==> src/rtl/s1423_test_pkg.sv <==
// Shared types and default constants for the s1423 output-cone SISR stage.
package s1423_test_pkg;

    localparam int unsigned SISR_W    = 16;
    localparam logic [15:0] SISR_POLY = 16'h1021;
    localparam logic [15:0] SISR_SEED = 16'hFFFF;

    localparam int unsigned PAT_W = 16;

    typedef logic [PAT_W-1:0] pat_cnt_t;

    typedef enum logic [1:0] {
        IDLE = 2'd0,
        RUN  = 2'd1,
        DONE = 2'd2
    } sisr_state_t;

endpackage

==> src/rtl/sisr_core.sv <==
// W-bit serial-input signature register: Galois-style shift with polynomial
// feedback, XOR-ing one serial bit into stage 0 on every shift.
module sisr_core #(
    parameter int unsigned W       = 16,
    parameter logic [W-1:0] POLY   = W'(16'h1021),
    parameter logic [W-1:0] RST_VAL = W'(16'hFFFF)
) (
    input  logic         CK,
    input  logic         RN,
    input  logic         load,
    input  logic [W-1:0] seed,
    input  logic         shift,
    input  logic         din,
    output logic [W-1:0] q
);

    logic [W-1:0] step_c;

    // Next signature for one compacted sample.
    always_comb begin
        step_c = {q[W-2:0], 1'b0} ^ (q[W-1] ? POLY : '0) ^ {{(W-1){1'b0}}, din};
    end

    // Load has priority over shift; otherwise the register holds.
    always_ff @(posedge CK or negedge RN) begin
        if (!RN) begin
            q <= RST_VAL;
        end else if (load) begin
            q <= seed;
        end else if (shift) begin
            q <= step_c;
        end
    end

endmodule

==> src/rtl/s1423_n90_sisr.sv <==
// SISR compaction stage for s1423 cone output n90: run-control FSM, pattern
// counter and signature register. Optional macro S1423_SISR_CMP_EN adds a
// registered golden-signature comparator (golden input, pass output).
module s1423_n90_sisr
    import s1423_test_pkg::*;
#(
    parameter int unsigned  W    = SISR_W,
    parameter logic [W-1:0] POLY = W'(SISR_POLY),
    parameter logic [W-1:0] SEED = W'(SISR_SEED)
) (
    input  logic         CK,
    input  logic         RN,
    input  logic         start,
    input  logic [15:0]  npat,
    input  logic         n90,
    input  logic         n90_vld,
    output logic         busy,
    output logic         done,
    output logic [W-1:0] sig,
    output logic [15:0]  count
`ifdef S1423_SISR_CMP_EN
    ,
    input  logic [W-1:0] golden,
    output logic         pass
`endif
);

    sisr_state_t state;
    pat_cnt_t    npat_q;

    logic start_acc_c;
    logic shift_c;
    logic last_c;

    // Start is honoured only outside RUN; samples only count inside RUN.
    always_comb begin
        start_acc_c = start && (state != RUN);
        shift_c     = (state == RUN) && n90_vld;
        last_c      = (count == 16'(npat_q - 16'd1));
    end

    sisr_core #(
        .W       (W),
        .POLY    (POLY),
        .RST_VAL (SEED)
    ) u_core (
        .CK    (CK),
        .RN    (RN),
        .load  (start_acc_c),
        .seed  (SEED),
        .shift (shift_c),
        .din   (n90),
        .q     (sig)
    );

    // Run-control FSM with the pattern counter and registered status flags.
    always_ff @(posedge CK or negedge RN) begin
        if (!RN) begin
            state  <= IDLE;
            count  <= '0;
            npat_q <= '0;
            busy   <= 1'b0;
            done   <= 1'b0;
        end else begin
            case (state)
                IDLE, DONE: begin
                    if (start) begin
                        count  <= '0;
                        npat_q <= npat;
                        if (npat == 16'd0) begin
                            state <= DONE;
                            busy  <= 1'b0;
                            done  <= 1'b1;
                        end else begin
                            state <= RUN;
                            busy  <= 1'b1;
                            done  <= 1'b0;
                        end
                    end
                end
                RUN: begin
                    if (n90_vld) begin
                        count <= 16'(count + 16'd1);
                        if (last_c) begin
                            state <= DONE;
                            busy  <= 1'b0;
                            done  <= 1'b1;
                        end
                    end
                end
                default: begin
                    state <= IDLE;
                    busy  <= 1'b0;
                    done  <= 1'b0;
                end
            endcase
        end
    end

`ifdef S1423_SISR_CMP_EN
    logic         enter_done_c;
    logic [W-1:0] final_c;

    // Signature as it will stand on the edge that enters DONE.
    always_comb begin
        enter_done_c = (start_acc_c && (npat == 16'd0)) || (shift_c && last_c);
        if (start_acc_c) begin
            final_c = SEED;
        end else begin
            final_c = {sig[W-2:0], 1'b0} ^ (sig[W-1] ? POLY : '0)
                    ^ {{(W-1){1'b0}}, n90};
        end
    end

    // Pass verdict captured on DONE entry, cleared by an accepted start.
    always_ff @(posedge CK or negedge RN) begin
        if (!RN) begin
            pass <= 1'b0;
        end else if (enter_done_c) begin
            pass <= (final_c == golden);
        end else if (start_acc_c) begin
            pass <= 1'b0;
        end
    end
`endif

endmodule

==> config.mk <==
export PLATFORM = sky130hd
export DESIGN_NAME = s1423_n90_sisr
export DESIGN_NICKNAME = d
export VERILOG_FILES = /design/src/rtl/s1423_test_pkg.sv /design/src/rtl/sisr_core.sv /design/src/rtl/s1423_n90_sisr.sv
export SDC_FILE = /design/constraint.sdc
export NUM_CORES = 1
export LEC_CHECK = 0
export CORE_MARGIN = 3
export CORE_UTILIZATION = 40
export CTS_BUF_LIST = sky130_fd_sc_hd__clkbuf_16
export CTS_CLUSTER_SIZE = 12
export DETAILED_ROUTE_END_ITERATION = 8
export PLACE_DENSITY = 0.61
export SETUP_SLACK_MARGIN = 0.4
export SLEW_MARGIN = 20
export SYNTH_ARGS = -nofsm -noshare
export SYNTH_HDL_FRONTEND = slang
export SYNTH_SLANG_ARGS = --single-unit
export TNS_END_PERCENT = 50
==> constraint.sdc <==
create_clock -name CK -period 5.09 [get_ports CK]
set_input_delay 0.7635 -clock CK [delete_from_list [all_inputs] [get_ports CK]]
set_output_delay 0.7635 -clock CK [all_outputs]
set_load 0.005 [all_outputs]
Word-level counts from Yosys, hierarchy flattened
Index checks and enable logic that the tools add are counted.
{"block": "word_totals", "latch_bits": 0, "mem_bits_ro": 0, "input_bits": 21, "ramBits": 0, "elab_cells": 48, "reg_bits": 52, "out_inout_bits": 34, "n_memories": 0}
{"block": "classes", "n_shift": 0, "n_bitwise": 2, "n_reduce_logical": 10, "n_mux": 21, "div_mod_pow": 0, "order_cmp": 0, "add_sub_neg": 2, "mul": 0, "n_eq_ne": 7}
{"operator": "two-way mux 16 bit", "n": 4}
{"operator": "case mux 16 bit (2 select lines)", "n": 1}
{"operator": "adder 16 x 1 -> 16 bit (second input constant)", "n": 1}
{"operator": "== test 16 bit", "n": 1}
{"operator": "logical NOT 16 bit", "n": 1}
{"operator": "subtractor 16 x 1 -> 16 bit (second input constant)", "n": 1}
{"operator": "XOR 16 x 1 -> 16 bit", "n": 1}
{"operator": "XOR 16 bit", "n": 1}
{"operator": "two-way mux 13 bit", "n": 1}
{"operator": "two-way mux 1 bit", "n": 8}
{"operator": "two-way mux 2 bit", "n": 4}
{"operator": "inequality test 2 bit (second input constant)", "n": 3}
{"operator": "AND reduction 3 bit", "n": 2}
{"operator": "case mux 1 bit (2 select lines)", "n": 2}
{"operator": "case mux 2 bit (2 select lines)", "n": 1}
{"operator": "nonzero test 2 bit", "n": 2}
{"operator": "== test 2 x 1 -> 1 bit (second input constant)", "n": 1}
{"operator": "== test 2 bit (second input constant)", "n": 1}
{"operator": "logical AND 1 bit", "n": 2}
{"operator": "logical NOT 2 bit", "n": 1}
{"operator": "inequality test 2 x 1 -> 1 bit (second input constant)", "n": 1}
{"operator": "AND reduction 2 bit", "n": 1}
{"operator": "OR reduction 2 bit", "n": 1}

Depth between registers and ports, before layout
{"block": "logic_depth", "word_depth": 5, "depth_mapped": 8, "ltp_nobuf": 8}

Modules after synthesis
Synthesis repeated with hierarchy kept, for this count alone.
{"block": "hier_totals", "hier_cells": 310, "hier_area_um2": 2839.0}
{"module": "s1423_n90_sisr", "instances": 1, "seq_area_each_um2": 850.8, "area_each_um2": 2030.7, "cells_per_inst": 237}
{"module": "sisr_core", "instances": 1, "seq_area_each_um2": 420.4, "area_each_um2": 808.3, "cells_per_inst": 73}

Worst setup path before layout
No wires, ideal clock.
{"block": "synth_path", "path_kind": "flip-flop to flip-flop", "startpoint": "register npat_q[0]", "endpoint": "register done", "setup_slack_ps": 2715, "stages_incl_launch_ff": 9, "n_path_buf": 0, "period_less_slack_ps": 2375, "setup_time_ps": 78, "arrival_time_ps": 2297, "t_required_ps": 5012, "cell_sequence": "dfrtp_1 inv_1 ha_1 or4b_4 a2111oi_4 o32ai_1 a21o_1 a2111oi_1 o2bb2ai_1"}
{"block": "synth_via", "elab_chain_cells": 4}
{"item": "start, declared", "line": "s1423_n90_sisr.sv:29", "source": "pat_cnt_t npat_q;"}
{"item": "start signal, assigned", "line": "s1423_n90_sisr.sv:69", "source": "npat_q <= npat;"}
{"item": "subtractor 16 x 1 -> 16 bit", "line": "s1423_n90_sisr.sv:39", "source": "last_c = (count == 16'(npat_q - 16'd1));"}
{"item": "== test 16 bit", "line": "s1423_n90_sisr.sv:39"}
{"item": "inequality test 2 bit (no source line)"}
{"item": "AND reduction 3 bit (no source line)"}
{"item": "end signal, assigned", "line": "s1423_n90_sisr.sv:63", "source": "done <= 1'b0;"}
{"item": "end signal, assigned", "line": "s1423_n90_sisr.sv:73", "source": "done <= 1'b1;"}
{"item": "end signal, assigned", "line": "s1423_n90_sisr.sv:77", "source": "done <= 1'b0;"}
{"item": "end, declared", "line": "s1423_n90_sisr.sv:18", "source": "output logic done,"}
No other way between the ends.
A chain may end at the register's enable or synchronous reset.

Final worst setup path
{"block": "layout_path", "startpoint": "input port n90_vld", "endpoint": "register count[15]"}
{"block": "layout_via", "elab_chain_cells": 2}
{"item": "start, declared", "line": "s1423_n90_sisr.sv:16", "source": "input logic n90_vld,"}
{"item": "inequality test 2 bit (no source line)"}
{"item": "AND reduction 3 bit (no source line)"}
{"item": "end signal, assigned", "line": "s1423_n90_sisr.sv:83", "source": "count <= 16'(count + 16'd1);"}
{"item": "end, declared", "line": "s1423_n90_sisr.sv:20", "source": "output logic [15:0] count"}
No other way between the ends.

==> out/results.tsv <==
metric	value	unit
outcome	finished clean	
dr.pass1.iters	4	
timing.setup.tns	0	ps
clock_sinks	50	
diodes	0	
p_comb_share	39.7	%
final_nets	365	
port_buffers	54	
critical_path_required	5310	ps
antenna_found_initial	0	
grt_pass1_wl	10900	um
crit_start	n90_vld	
drv_cap	0	
r2r_slack	2440	ps
synth_edf_count	0	
vias	2240	
worstSetupEndpoint	count[15]	
clkTransAtPathRegs	70	ps
fmax	0.355	GHz
syn_area_per_cell	9.24	sq um
grt_pass1_vias	2140	
async_reset_ff_share	100	%
holdWs	501	ps
synth_nets	311	
core-area	0.00639	sq mm
ys_seq_elements	50	
startpoint_type	input pin	
synth-main-ff-cell	dfrtp_1	
htreeDepth	2	
rr_worst_depth	8	
p_int	1.22	mW
ir_drop	0.247	mV
finalHoldViolations	0	
io_pins	55	
die_y	87.6	um
utilization	53.8	%
r2r-start	npat_q[0]	
ys_warn_count	0	
clock_path_buffers	2	
slew_violations	0	
core.rowCount	29	
start_util	41.7	%
dieArea	0.00767	sq mm
tightestPinTransition	807	ps
rsz0062_at_grt	no	
grt_use_total	18.1	%
pwr-share-seq	40.9	%
finClkSkew	7.06	ps
gr-total-overflow	0	
ys_seq_area_share	47.7	%
end_kind	flop	
arrival	3030	ps
p_clk_share	19.5	%
timing.final.crit_share	55.3	%
layout-drive-gt1-share	10.2	%
dp_hpwl	4670	um
cts_resized	0	
synthCells	288	
switchingPower	0.705	mW
cts_buffers	5	
placed_cells	412	
p_leak	1.44	nW
ant_nets	0	
cts_setup_buffers	0	
clockRootBuffer	clkbuf_16	
area_growth	29.1	%
min_period	2810	ps
critPathKind	in -> reg	
wl	6420	um
tritoncts	built	
reg2reg_to	done	
worst-path-max-fanout	13	
hold_path_class	reg -> reg	
first_iter_violations	75	
clkLatencyLatePin	290	ps
fill_cells	593	
finalPower	1.92	mW
cts-hold-fix-buffers	0	
route.detailed.drc	0	
power.density	560	mW/mm^2
power.switching_fraction	36.7	%
ys_types	46	
grt_max_degree	51	
max_slew_margin	45.8	%
die_w	87.6	um
vias_per_cell	5.33	
finalSetupViolCount	0	
gp_congestion	0.819	
stdcell_count	420	
wl_per_cell	15.3	um
syn_area	0.00266	sq mm
[placed cells by master, fill, tap and decap left out, types with 2 or more instances in the layout]
cell / instances
nand4_1: 4
nor4_1: 7
nor3_1: 4
nand3_1: 14
clkbuf_16: 6
buf_4: 3
o22a_1: 6
clkdlybuf4s50_1: 53
dfstp_2: 16
or4_1: 2
mux2_2: 2
xnor2_1: 21
xor2_1: 16
nor4_2: 2
o21ai_0: 10
dfrtp_1: 34
nand2_1: 70
ha_1: 2
inv_1: 7
nand4b_1: 2
a21oi_1: 9
nor2_1: 23
a211oi_1: 2
and3_1: 3
or3_1: 2
[worst max-delay path: stages]
cell             delay [ps]
clkdlybuf4s50_1         530
and3b_1                 450
nor2_1                  150
nor2_1                  300
nand4_1                 270
or3_1                   410
a21oi_1                 150
[cells by family after synthesis]
logic type / after synthesis / synth area share, %
DFF: 50 / 47.7
AOI/OAI and AO/OA: 39 / 10.4
muxes: 2 / 0.846
xor gates and xnor gates: 37 / 12.2
and+or+nand+nor: 141 / 25.0
adders and majority gates: 2 / 0.940
buffers and inverters: 17 / 2.87
[Yosys cell counts (2+ instances only)]
library cell	count	area share, %
xor2_1	16	5.3
ha_1	2	0.94
a211oi_1	2	0.56
mux2_2	2	0.85
or3_1	2	0.47
or4_1	2	0.56
o21ai_0	10	1.9
clkbuf_1	7	0.99
nor2_1	23	3.2
xnor2_1	21	6.9
nand4b_1	2	0.66
o22a_1	6	2.0
dfrtp_1	34	32
nor4_1	7	1.6
nand3_1	14	2.6
nand4_1	4	0.94
dfstp_2	16	16
a21oi_1	9	1.7
nor3_1	4	0.75
nor4_2	2	0.94
nand2_1	70	9.9
inv_1	7	0.99
and3_1	3	0.70
[area by class of cell]
type | instances | area [sq um] | share of cell area [%]
tap | 77 | 96.3 | 2.80
timing repair buffer | 57 | 558 | 16.2
sequential | 50 | 1270 | 37.0
clock buffer | 6 | 150 | 4.37
inverter | 7 | 26.3 | 0.764
multi-input combinational | 221 | 1320 | 38.3
clock inverter | 2 | 17.5 | 0.510
[layer usage]
| metal | share of wire (%) | up-vias | track usage [%] |
|---|---|---|---|
| met1 | 44 | 1086 | 24.4 |
| met4 | 1.0 | 0 | 4.18 |
| met3 | 4.5 | 7 | 3.10 |
| li1 | - | 1098 | - |
| met2 | 50 | 49 | 30.5 |
| met5 | 0 | - | 0 |
[power groups by stage]
stage	clock, mW	sequential [mW]	combinational, mW
after global placement	0	0.794	0.754
after CTS	0.381	0.790	0.773
final	0.375	0.787	0.763
after detailed placement	0	0.797	0.770
after floorplan	0	0.736	0.501
after global routing	0.398	0.817	0.859
[flip-flops by register name, indices dropped and copies added (netlist names)]
signal,flops
state,1
count,16
npat_q,16
u_core.q,16
done,1
[per-stage QoR]
step / area, sq um / setup WS (ps)
6_report: 3440 / 2280
2_1_floorplan: 2660 / 2720
5_1_grt: 3440 / 2000
4_1_cts: 3440 / 2260
3_3_place_gp: 3270 / 2080
3_5_place_dp: 3270 / 2000
[worst min-delay path by stage]
stage | startpoint | to | slack (ps) | depth (start not counted)
finish | u_core.q[10] | u_core.q[11] | 500 | 2
detailed placement | npat_q[15] | npat_q[15] | 490 | 2
global route | u_core.q[14] | u_core.q[15] | 520 | 2
floorplan | RN | count[0] | 470 | 0
global placement | u_core.q[8] | u_core.q[8] | 480 | 2
CTS | u_core.q[10] | u_core.q[11] | 500 | 2
Power figures use the tool's default switching activity.
